## src/rtl/stm_pkg.sv

```systemverilog
// Shared types and constants for the STM frame packer.
package stm_pkg;

    localparam int unsigned DATA_W = 32;
    localparam int unsigned N_CH   = 3;

    typedef logic [DATA_W-1:0]      chan_t;
    typedef logic [N_CH*DATA_W-1:0] frame_t;

    // IDLE: no channel captured yet; COLLECT: partial (or just-completed) frame held.
    typedef enum logic [0:0] {
        StIdle,
        StCollect
    } collect_state_e;

    // Increment that sticks at all-ones instead of wrapping.
    function automatic logic [15:0] sat_inc16(input logic [15:0] v);
        return (v == 16'hFFFF) ? v : v + 16'd1;
    endfunction

endpackage

```

## src/rtl/stm_sync_fifo.sv

```systemverilog
// First-word-fall-through synchronous FIFO with a registered output stage.
// A word written into an empty FIFO reaches the output one edge after the write.
// level_o counts every buffered word, including the one presented on data_o.
module stm_sync_fifo #(
    parameter int unsigned Width = 96,
    parameter int unsigned Depth = 16
) (
    input  logic                       clk_i,
    input  logic                       rst_i,
    input  logic                       push_i,
    input  logic [Width-1:0]           data_i,
    input  logic                       pop_i,
    output logic [Width-1:0]           data_o,
    output logic                       empty_o,
    output logic                       full_o,
    output logic [$clog2(Depth+1)-1:0] level_o
);

    localparam int unsigned PtrW = $clog2(Depth);
    localparam int unsigned CntW = $clog2(Depth+1);

    logic [Width-1:0] mem_q [Depth];
    logic [PtrW-1:0]  wr_ptr_q, wr_ptr_d;
    logic [PtrW-1:0]  rd_ptr_q, rd_ptr_d;
    logic [CntW-1:0]  mem_cnt_q, mem_cnt_d;
    logic [CntW-1:0]  level_q, level_d;
    logic             out_valid_q, out_valid_d;
    logic [Width-1:0] out_data_q, out_data_d;
    logic             do_pop, do_push, do_xfer;

    assign full_o  = (level_q == CntW'(Depth));
    assign empty_o = ~out_valid_q;
    assign level_o = level_q;
    assign data_o  = out_data_q;

    // Next-state for pointers, occupancy and the output stage.
    always_comb begin
        do_pop  = pop_i & out_valid_q;
        // A full FIFO still takes a word when the output beat leaves the same cycle.
        do_push = push_i & (~full_o | do_pop);
        // Refill the output stage whenever it is empty or being consumed.
        do_xfer = (mem_cnt_q != '0) & (~out_valid_q | do_pop);

        wr_ptr_d    = do_push ? wr_ptr_q + 1'b1 : wr_ptr_q;
        rd_ptr_d    = do_xfer ? rd_ptr_q + 1'b1 : rd_ptr_q;
        out_data_d  = do_xfer ? mem_q[rd_ptr_q] : out_data_q;
        out_valid_d = do_xfer ? 1'b1 : (do_pop ? 1'b0 : out_valid_q);

        mem_cnt_d = mem_cnt_q;
        unique case ({do_push, do_xfer})
            2'b10:   mem_cnt_d = mem_cnt_q + 1'b1;
            2'b01:   mem_cnt_d = mem_cnt_q - 1'b1;
            default: mem_cnt_d = mem_cnt_q;
        endcase

        level_d = level_q;
        unique case ({do_push, do_pop})
            2'b10:   level_d = level_q + 1'b1;
            2'b01:   level_d = level_q - 1'b1;
            default: level_d = level_q;
        endcase
    end

    // Control and output-stage registers.
    always_ff @(posedge clk_i) begin
        if (rst_i) begin
            wr_ptr_q    <= '0;
            rd_ptr_q    <= '0;
            mem_cnt_q   <= '0;
            level_q     <= '0;
            out_valid_q <= 1'b0;
            out_data_q  <= '0;
        end else begin
            wr_ptr_q    <= wr_ptr_d;
            rd_ptr_q    <= rd_ptr_d;
            mem_cnt_q   <= mem_cnt_d;
            level_q     <= level_d;
            out_valid_q <= out_valid_d;
            out_data_q  <= out_data_d;
        end
    end

    // Storage array; contents are don't-care until written, so no reset.
    always_ff @(posedge clk_i) begin
        if (do_push) begin
            mem_q[wr_ptr_q] <= data_i;
        end
    end

endmodule

```

## src/rtl/stm_frame_packer.sv

```systemverilog
// Collects one sample per channel into a frame, buffers frames in a FIFO and
// streams them out as {chN-1, ..., ch0}. Keeps frame/drop/timeout statistics.
module stm_frame_packer #(
    parameter int unsigned DATA_W     = stm_pkg::DATA_W,
    parameter int unsigned N_CH       = stm_pkg::N_CH,
    parameter int unsigned FIFO_DEPTH = 16,
    parameter int unsigned TIMEOUT    = 1024
) (
    input  logic                            s_axi_aclk,
    input  logic                            s_axi_areset,
    input  logic                            enable,
    input  logic [N_CH*DATA_W-1:0]          ch_data,
    input  logic [N_CH-1:0]                 ch_valid,
    output logic [N_CH*DATA_W-1:0]          m_axis_tdata,
    output logic                            m_axis_tvalid,
    input  logic                            m_axis_tready,
    output logic [$clog2(FIFO_DEPTH+1)-1:0] fifo_level,
    output logic [31:0]                     frame_cnt,
    output logic [15:0]                     drop_cnt,
    output logic [15:0]                     timeout_cnt
);

    import stm_pkg::*;

    localparam int unsigned     FrameW = N_CH * DATA_W;
    localparam int unsigned     TmrW   = $clog2(TIMEOUT);
    localparam logic [N_CH-1:0] AllGot = {N_CH{1'b1}};

    collect_state_e    state_q, state_d;
    logic [N_CH-1:0]   got_q, got_d;
    logic [N_CH-1:0]   stb;
    logic [FrameW-1:0] hold_q, hold_d;
    logic [TmrW-1:0]   tmr_q, tmr_d;
    logic              push, push_ok, timeout, pop;
    logic              fifo_full, fifo_empty;
    logic [31:0]       frame_cnt_q;
    logic [15:0]       drop_cnt_q, timeout_cnt_q;

    assign stb           = enable ? ch_valid : '0;
    assign m_axis_tvalid = ~fifo_empty;
    assign pop           = m_axis_tvalid & m_axis_tready;
    // Mirrors the FIFO's own acceptance rule so the counters agree with it.
    assign push_ok       = push & (~fifo_full | pop);
    assign frame_cnt     = frame_cnt_q;
    assign drop_cnt      = drop_cnt_q;
    assign timeout_cnt   = timeout_cnt_q;

    // Sample capture: every enabled strobe overwrites its channel's holding register.
    always_comb begin
        hold_d = hold_q;
        for (int i = 0; i < int'(N_CH); i++) begin
            if (stb[i]) begin
                hold_d[i*DATA_W +: DATA_W] = ch_data[i*DATA_W +: DATA_W];
            end
        end
    end

    // Collector FSM: tracks captured channels, pushes complete frames, enforces timeout.
    always_comb begin
        state_d = state_q;
        got_d   = got_q;
        tmr_d   = tmr_q;
        push    = 1'b0;
        timeout = 1'b0;

        if (!enable) begin
            state_d = StIdle;
            got_d   = '0;
            tmr_d   = '0;
        end else begin
            unique case (state_q)
                StIdle: begin
                    if (stb != '0) begin
                        got_d   = stb;
                        tmr_d   = '0;
                        state_d = StCollect;
                    end
                end
                StCollect: begin
                    if (got_q == AllGot) begin
                        // Push edge; strobes on this edge open the next frame.
                        push    = 1'b1;
                        got_d   = stb;
                        tmr_d   = '0;
                        state_d = (stb != '0) ? StCollect : StIdle;
                    end else if ((got_q | stb) == AllGot) begin
                        // Completion takes priority over an expiring timer.
                        got_d = AllGot;
                    end else if (tmr_q == TmrW'(TIMEOUT - 1)) begin
                        timeout = 1'b1;
                        got_d   = '0;
                        tmr_d   = '0;
                        state_d = StIdle;
                    end else begin
                        got_d = got_q | stb;
                        tmr_d = tmr_q + 1'b1;
                    end
                end
                default: begin
                    state_d = StIdle;
                    got_d   = '0;
                    tmr_d   = '0;
                end
            endcase
        end
    end

    // Collector state registers.
    always_ff @(posedge s_axi_aclk) begin
        if (s_axi_areset) begin
            state_q <= StIdle;
            got_q   <= '0;
            tmr_q   <= '0;
            hold_q  <= '0;
        end else begin
            state_q <= state_d;
            got_q   <= got_d;
            tmr_q   <= tmr_d;
            hold_q  <= hold_d;
        end
    end

    // Statistics: frame count wraps, drop and timeout counts saturate.
    always_ff @(posedge s_axi_aclk) begin
        if (s_axi_areset) begin
            frame_cnt_q   <= '0;
            drop_cnt_q    <= '0;
            timeout_cnt_q <= '0;
        end else begin
            if (push_ok) begin
                frame_cnt_q <= frame_cnt_q + 32'd1;
            end
            if (push && !push_ok) begin
                drop_cnt_q <= sat_inc16(drop_cnt_q);
            end
            if (timeout) begin
                timeout_cnt_q <= sat_inc16(timeout_cnt_q);
            end
        end
    end

    stm_sync_fifo #(
        .Width (FrameW),
        .Depth (FIFO_DEPTH)
    ) u_fifo (
        .clk_i   (s_axi_aclk),
        .rst_i   (s_axi_areset),
        .push_i  (push_ok),
        .data_i  (hold_q),
        .pop_i   (m_axis_tready),
        .data_o  (m_axis_tdata),
        .empty_o (fifo_empty),
        .full_o  (fifo_full),
        .level_o (fifo_level)
    );

endmodule

```

## config.mk

```make
export PLATFORM = sky130hd
export DESIGN_NAME = stm_frame_packer
export DESIGN_NICKNAME = d
export VERILOG_FILES = /design/src/rtl/stm_pkg.sv /design/src/rtl/stm_sync_fifo.sv /design/src/rtl/stm_frame_packer.sv
export SDC_FILE = /design/constraint.sdc
export NUM_CORES = 2
export LEC_CHECK = 0
export ABC_AREA = 1
export CAP_MARGIN = 25
export CELL_PAD_IN_SITES_DETAIL_PLACEMENT = 1
export CELL_PAD_IN_SITES_GLOBAL_PLACEMENT = 2
export CORE_MARGIN = 2
export CORE_UTILIZATION = 44
export DETAILED_ROUTE_END_ITERATION = 7
export GPL_TIMING_DRIVEN = 0
export PLACE_DENSITY_LB_ADDON = 0.1
export SYNTH_ARGS = -nofsm -noshare
export SYNTH_HDL_FRONTEND = slang
export SYNTH_SLANG_ARGS = --single-unit
```

## constraint.sdc

```tcl
create_clock -name s_axi_aclk -period 18.05 [get_ports s_axi_aclk]
set_clock_uncertainty 0.1 [all_clocks]
set_input_delay 2.7075 -clock s_axi_aclk [delete_from_list [all_inputs] [get_ports s_axi_aclk]]
set_output_delay 2.7075 -clock s_axi_aclk [all_outputs]
set_load 0.01 [all_outputs]
```

After elaboration in Yosys (flattened, before gate mapping)
Memory sizes are Yosys's and may differ from the RTL's. A register that Yosys moved wholly into a read port is not among the register bits.
Cells that the tools add are included.
{"block": "op_classes", "addsub": 10, "eq_ne": 12, "mux": 30, "n_bitwise": 13, "reduce_logical": 11}
{"cell": "$mux W10", "n": 4}
{"cell": "$add A16 B1 Y16 const B", "n": 2}
{"cell": "$add A32 B1 Y32 const B", "n": 1}
{"cell": "$eq A16 B16 Y1 const B", "n": 2}
{"cell": "$pmux W10 S2", "n": 1}
{"cell": "$pmux W5 S2", "n": 2}
{"cell": "$mux W1", "n": 16}
{"cell": "$mux W3", "n": 5}
{"cell": "$add A10 B1 Y10 const B", "n": 1}
{"cell": "$add A5 B1 Y5 const B", "n": 2}
{"cell": "$eq A10 B10 Y1 const B", "n": 1}
{"cell": "$sub A5 B1 Y5 const B", "n": 2}
{"cell": "$add A4 B1 Y4 const B", "n": 2}
{"cell": "$eq A3 B3 Y1 const B", "n": 2}
{"cell": "$not A1 Y1", "n": 6}
{"cell": "$pmux W3 S2", "n": 1}
{"cell": "$reduce_and A2 Y1", "n": 3}
{"cell": "$reduce_bool A2 Y1", "n": 3}
{"cell": "$eq A5 B5 Y1 const B", "n": 1}
{"cell": "$reduce_bool A5 Y1", "n": 1}
{"cell": "$and A1 B1 Y1", "n": 4}
{"cell": "$eq A2 B1 Y1 const B", "n": 2}
{"cell": "$eq A2 B2 Y1 const B", "n": 2}
{"cell": "$ne A3 B3 Y1 const B", "n": 1}
{"cell": "other kinds (8)", "n": 9}
{"block": "totals", "ff_bits": 193, "ramBits": 1536, "in_bits": 103, "output_inout_bits": 166, "word_cells": 91, "n_memories": 1}
{"name": "u_fifo.mem_q", "words": 16, "word_bits": 96, "read_ports": 1, "rd_clocked_by_memory_dff": 1, "write_ports": 1, "line": "stm_sync_fifo.sv:22", "rtl": "logic [Width-1:0] mem_q [Depth];"}

Longest topological paths before layout
{"block": "logic_depth", "ltp_word": 8, "ltp_mapped": 17, "ltp_nobuf": 15}

Modules after synthesis
From an unflattened synthesis, not the netlist that was laid out.
{"block": "hier_totals", "cells_unflattened": 7803, "area_unflattened_um2": 77126.5}
{"module": "stm_sync_fifo", "n_inst": 1, "cells_each": 6678, "area_each_um2": 69389.0, "seq_area_each_um2": 48426.4}
{"module": "stm_frame_packer", "n_inst": 1, "cells_each": 1125, "area_each_um2": 7737.4, "seq_area_each_um2": 3483.3}

Worst setup path before layout
No wires, ideal clock.
{"block": "synth_timing", "path_kind": "input-to-reg", "start": "input enable", "end": "memory u_fifo.mem_q[11][0], enable pin", "setup_ns": 0.552, "arrival_time_ns": 7.401, "setup_slack_ns": 9.998, "path_stages": 6, "path_cell_list": "inv_2 -> nor3_2 -> nand2_2 -> inv_2 -> nand3_1 -> nor2_1"}
{"block": "synth_via", "elab_chain_cells": 5}
{"item": "start: declaration", "line": "stm_frame_packer.sv:11", "rtl": "input logic enable,"}
{"item": "$mux W1", "line": "stm_frame_packer.sv:66", "rtl": "if (!enable) begin"}
{"item": "$and A1 B1 Y1", "line": "stm_frame_packer.sv:43", "rtl": "assign push_ok = push & (~fifo_full | pop);"}
{"item": "$and A1 B1 Y1", "line": "stm_sync_fifo.sv:40", "rtl": "do_push = push_i & (~full_o | do_pop);"}
{"item": "$mux W1", "line": "stm_sync_fifo.sv:85", "rtl": "if (do_push) begin"}
{"item": "$mux W1 (implied by the code)", "line": "stm_sync_fifo.sv:86", "rtl": "mem_q[wr_ptr_q] <= data_i;"}
{"item": "end: declaration", "line": "stm_sync_fifo.sv:22"}
Every way passes these cells.

Final worst setup path
{"block": "layout_timing", "start": "input m_axis_tready", "end": "register u_fifo.mem_cnt_q[4]"}
{"block": "layout_via", "word_cells_on_any_way": 10, "cone_classes": "2 x eq/ne; 1 x mux; 6 x bitwise; 1 x reduce/logical"}
{"item": "start: declaration", "line": "stm_frame_packer.sv:16", "rtl": "input logic m_axis_tready,"}
{"item": "$and A1 B1 Y1 *", "line": "stm_sync_fifo.sv:38", "rtl": "do_pop = pop_i & out_valid_q;"}
{"item": "$or A1 B1 Y1 *", "line": "stm_sync_fifo.sv:42", "rtl": "do_xfer = (mem_cnt_q != '0) & (~out_valid_q | do_pop);"}
{"item": "$and A1 B1 Y1 *", "line": "stm_sync_fifo.sv:42"}
{"item": "named net u_fifo.do_xfer", "line": "stm_sync_fifo.sv:29", "rtl": "logic do_pop, do_push, do_xfer;"}
{"item": "$eq A2 B1 Y1 / $eq A2 B2 Y1 (equally long branches)", "line": "stm_sync_fifo.sv:50", "rtl": "unique case ({do_push, do_xfer})"}
{"item": "$pmux W5 S2 / $reduce_bool A2 Y1 (equally long branches)"}
{"item": "end signal: assignment", "line": "stm_sync_fifo.sv:76", "rtl": "mem_cnt_q <= mem_cnt_d;"}
{"item": "end: declaration", "line": "stm_sync_fifo.sv:25", "rtl": "logic [CntW-1:0] mem_cnt_q, mem_cnt_d;"}
Mark *: on every way through the listed nets, which the timed path passes. The rest lies on a longest branch.
A chain may end at the register's enable or synchronous reset.

==> metrics.md <==
| Metric | Value |
|---|---|
| Routed via count | `52600` |
| Syn avg cell area | `11.1 µm²` |
| TritonCTS clock tree | `done` |
| Post-Synthesis Cell Area | `73300 µm²` |
| Hold/Removal Path Class | `flip-flop to flip-flop` |
| FFs w/ async S/R, synth | `0%` |
| Maximum number of pins on one net before global-route repair | `31` |
| Period utilization | `35.4%` |
| Primary FF master, synth | `edfxtp_1` |
| CP required | `18.70 ns` |
| Largest area contributor in the netlist | `edfxtp_1` |
| Slew Viols, Final | `0` |
| Nets | `7248` |
| Status | `completed` |
| Post-CTS Repair Setup Buffers | `0` |
| Gate power share | `27.6%` |
| Slew margin rel. | `21.8%` |
| IO Port Bufs | `267` |
| M1 GR Usage | `37.2%` |
| Clock slew at reported path FFs | `0.06 ns` |
| Max_cap viols | `0` |
| DR pass1 iterations | `5` |
| Reg power frac | `39.6%` |
| DR DRC count | `0` |
| NetSw | `0.00415 W` |
| Number of flops mapped to enable cells by yosys | `1536` |
| Longest Clk Path Bufs | `3` |
| RSZ-0062 raised after global routing | `false` |
| Dpl ws | `10.90 ns` |
| Number of distinct library cells after synthesis | `36` |
| Syn Nets | `6722` |
| Layout cells sized above 1 | `7.23%` |
| CP Cell Sequence | `clkdlybuf4s50_1, inv_1, nand2_1, nand2_1, inv_2, buf_2, buf_2, ha_1, xor2_1, ha_1, inv_1, nand2_1, nand3_1, nand2_1, nand2_1, nand2_1, nand2_1, a21oi_1` |
| Post-route minimum period | `6.39 ns` |
| Finished Core Util | `52.3%` |
| Most used cell, CP | `nand2_1` |
| FF+latch count, synth | `1825` |
| Clk sink count | `1825` |
| Post-DP HPWL | `163000 µm` |
| Syn. warnings | `0` |
| Core Region | `165000 µm²` |
| Final WL | `239000 µm` |
| Vias in the first global route | `54100` |
| CP Launch Type | `input pin` |
| Hold Buf Count CTS | `0` |
| Initial antenna violation count | `11` |
| H-tree depth | `4` |
| Effective utilization at floorplan | `44.4%` |
| Fin worst setup slack | `11.66 ns` |
| Layer with the highest usage | `met2` |
| CTS root buf | `clkbuf_16` |
| CTS-repair resized insts | `0` |
| Max incr delay on CP | `0.97 ns` |
| First-pass GRT wire length | `351000 µm` |
| Row cnt | `149` |
| Yosys top cell area share | `63.0%` |
| Nature of the critical path endpoint | `flip-flop` |
| Worst vdd ir | `0.000107 V` |
| Iter 0 DRT Violations | `4616` |
| WL per Instance | `25.2 µm` |
| Hold Violations, Final | `0` |
| Worst Tran Pin Value | `1.17 ns` |
| Die footprint | `170000 µm²` |
| Routed vias/inst | `5.54` |
| Post-route ant nets | `0` |
| Clk Latency, worst-skew pair | `0.83 ns` |
| # IOs | `269` |
| Seq/Total Area, Yosys | `70.9%` |
| Data arrival, critical path | `7.04 ns` |
| Most frequent cell after synthesis | `nor2_1` |
| Placer Congestion | `0.804` |
| Fillers | `17600` |
| Total Routing Usage GR | `27.9%` |
| Synthesis-to-layout area growth | `18.0%` |
| CTS buffer count | `194` |
| Setup TNS | `0 ns` |
| Max Fclk | `0.156 GHz` |
| Clock share of power | `32.7%` |
| Remaining global-route overflow | `0` |
| DIE HEIGHT | `412 µm` |
| Internal | `0.00802 W` |
| Finish-stage setup viols | `0` |
| Synth Instances | `6602` |
| Top cells by count, synth | `nor2_1, edfxtp_1, o21ai_0` |
| P_leak | `30.4 nW` |
| Die width | `412 µm` |
| Met3 Use GR | `4.33%` |
| PwrDens | `141 nW/µm²` |
| Crit path max fanout | `12` |
| Dominant cells by area after synthesis | `edfxtp_1, nor2_1, dfxtp_1` |
| Worst Setup Path Type | `input pin to flip-flop` |
| Net Sw Frac | `34.1%` |
| Worst path slowest cell | `buf_2` |
| M2 GR Usage | `46.1%` |
[worst max-delay path, delay by kind of cell]
kind / cells / cell delay, ns
fa+ha+maj: 2 / 0.51
simple gates: 8 / 0.78
xor+xnor: 1 / 0.21
buf+inv: 6 / 2.65
compound gates: 1 / 0.11
[logic make-up after synthesis]
group | share of synthesized area [%]
flops | 70.9
fa+ha+maj | 0.290
simple gates | 16.5
xor+xnor | 0.406
compound gates | 7.96
buf+inv | 3.97
[power groups by stage]
stage / combinational, W / clock (W) / sequential, W
finish: 0.00336 / 0.00398 / 0.00483
global route: 0.00368 / 0.00418 / 0.00484
CTS: 0.00338 / 0.00403 / 0.00483
detailed placement: 0.00335 / 0 / 0.00492
global placement: 0.00324 / 0 / 0.00491
floorplan: 0.00184 / 0 / 0.00490
[metal layers]
| metal | part of all wire, % | wire length [µm] |
|---|---|---|
| met1 | 43 | 103000 |
| met3 | 5.7 | 13700 |
| met5 | 0 | 0 |
| met2 | 48 | 114000 |
| met4 | 3.6 | 8520 |
[final timing paths]
check | cells past startpoint | endpoint | start | slack [ns]
worst max register to register | 17 | u_fifo.mem_cnt_q[4] | u_fifo.mem_cnt_q[2] | 13.59
worst min-delay path | 2 | tmr_q[6] | tmr_q[6] | 0.38
worst min register to register | 2 | tmr_q[6] | tmr_q[6] | 0.38
worst max-delay path | 18 | u_fifo.mem_cnt_q[4] | m_axis_tready | 11.66
[registers in the layout (all words and copies together), names as in the netlist, 5 cells and up]
signal            count
u_fifo.data_o        96
tmr_q                10
frame_cnt            32
timeout_cnt          16
u_fifo.mem_q       1536
hold_q               96
u_fifo.mem_cnt_q      5
drop_cnt             16
u_fifo.level_o        5
[metrics by stage]
| step | cells | power, W | hold slack, ns | area, µm² |
|---|---|---|---|---|
| 6_report | 9489 | 0.0122 | 0.378 | 86400 |
| 2_1_floorplan | 6602 | 0.00674 | 0.346 | 73300 |
| 3_3_place_gp | 9058 | 0.00815 | 0.361 | 78700 |
| 3_5_place_dp | 9120 | 0.00827 | 0.374 | 80100 |
| 5_1_grt | 9481 | 0.0127 | 0.412 | 86400 |
| 4_1_cts | 9480 | 0.0122 | 0.382 | 86400 |
[cells in the final DEF, fill, tap and decap left out, drive strengths merged]
cell	count
buf	263
xnor2	12
nand4	12
nand3b	10
or2	4
and2	3
clkinvlp	3
bufinv	14
nand3	649
dfxtp	289
inv	303
xor2	22
a21boi	2
nand2	484
a21oi	68
nor2	1793
edfxtp	1536
ha	17
clkdlybuf4s50	267
clkinv	50
o211ai	195
clkbuf	487
o21bai	2
diode	8
nor3	12
o21ai	792
nor3b	1
o211a	2
[area by class of cell]
| type | instances | area, µm² | area share (%) |
|---|---|---|---|
| clock buffer | 290 | 5590 | 6.47 |
| antenna | 8 | 20.0 | 0.0232 |
| tap | 2189 | 2740 | 3.17 |
| multi-input combinational | 4080 | 18600 | 21.5 |
| timing repair buffer | 330 | 3980 | 4.60 |
| inverter | 300 | 1130 | 1.30 |
| clock inverter | 70 | 692 | 0.801 |
| buffer | 397 | 1800 | 2.08 |
| sequential | 1825 | 51900 | 60.1 |
Power figures use the tool's default switching activity.
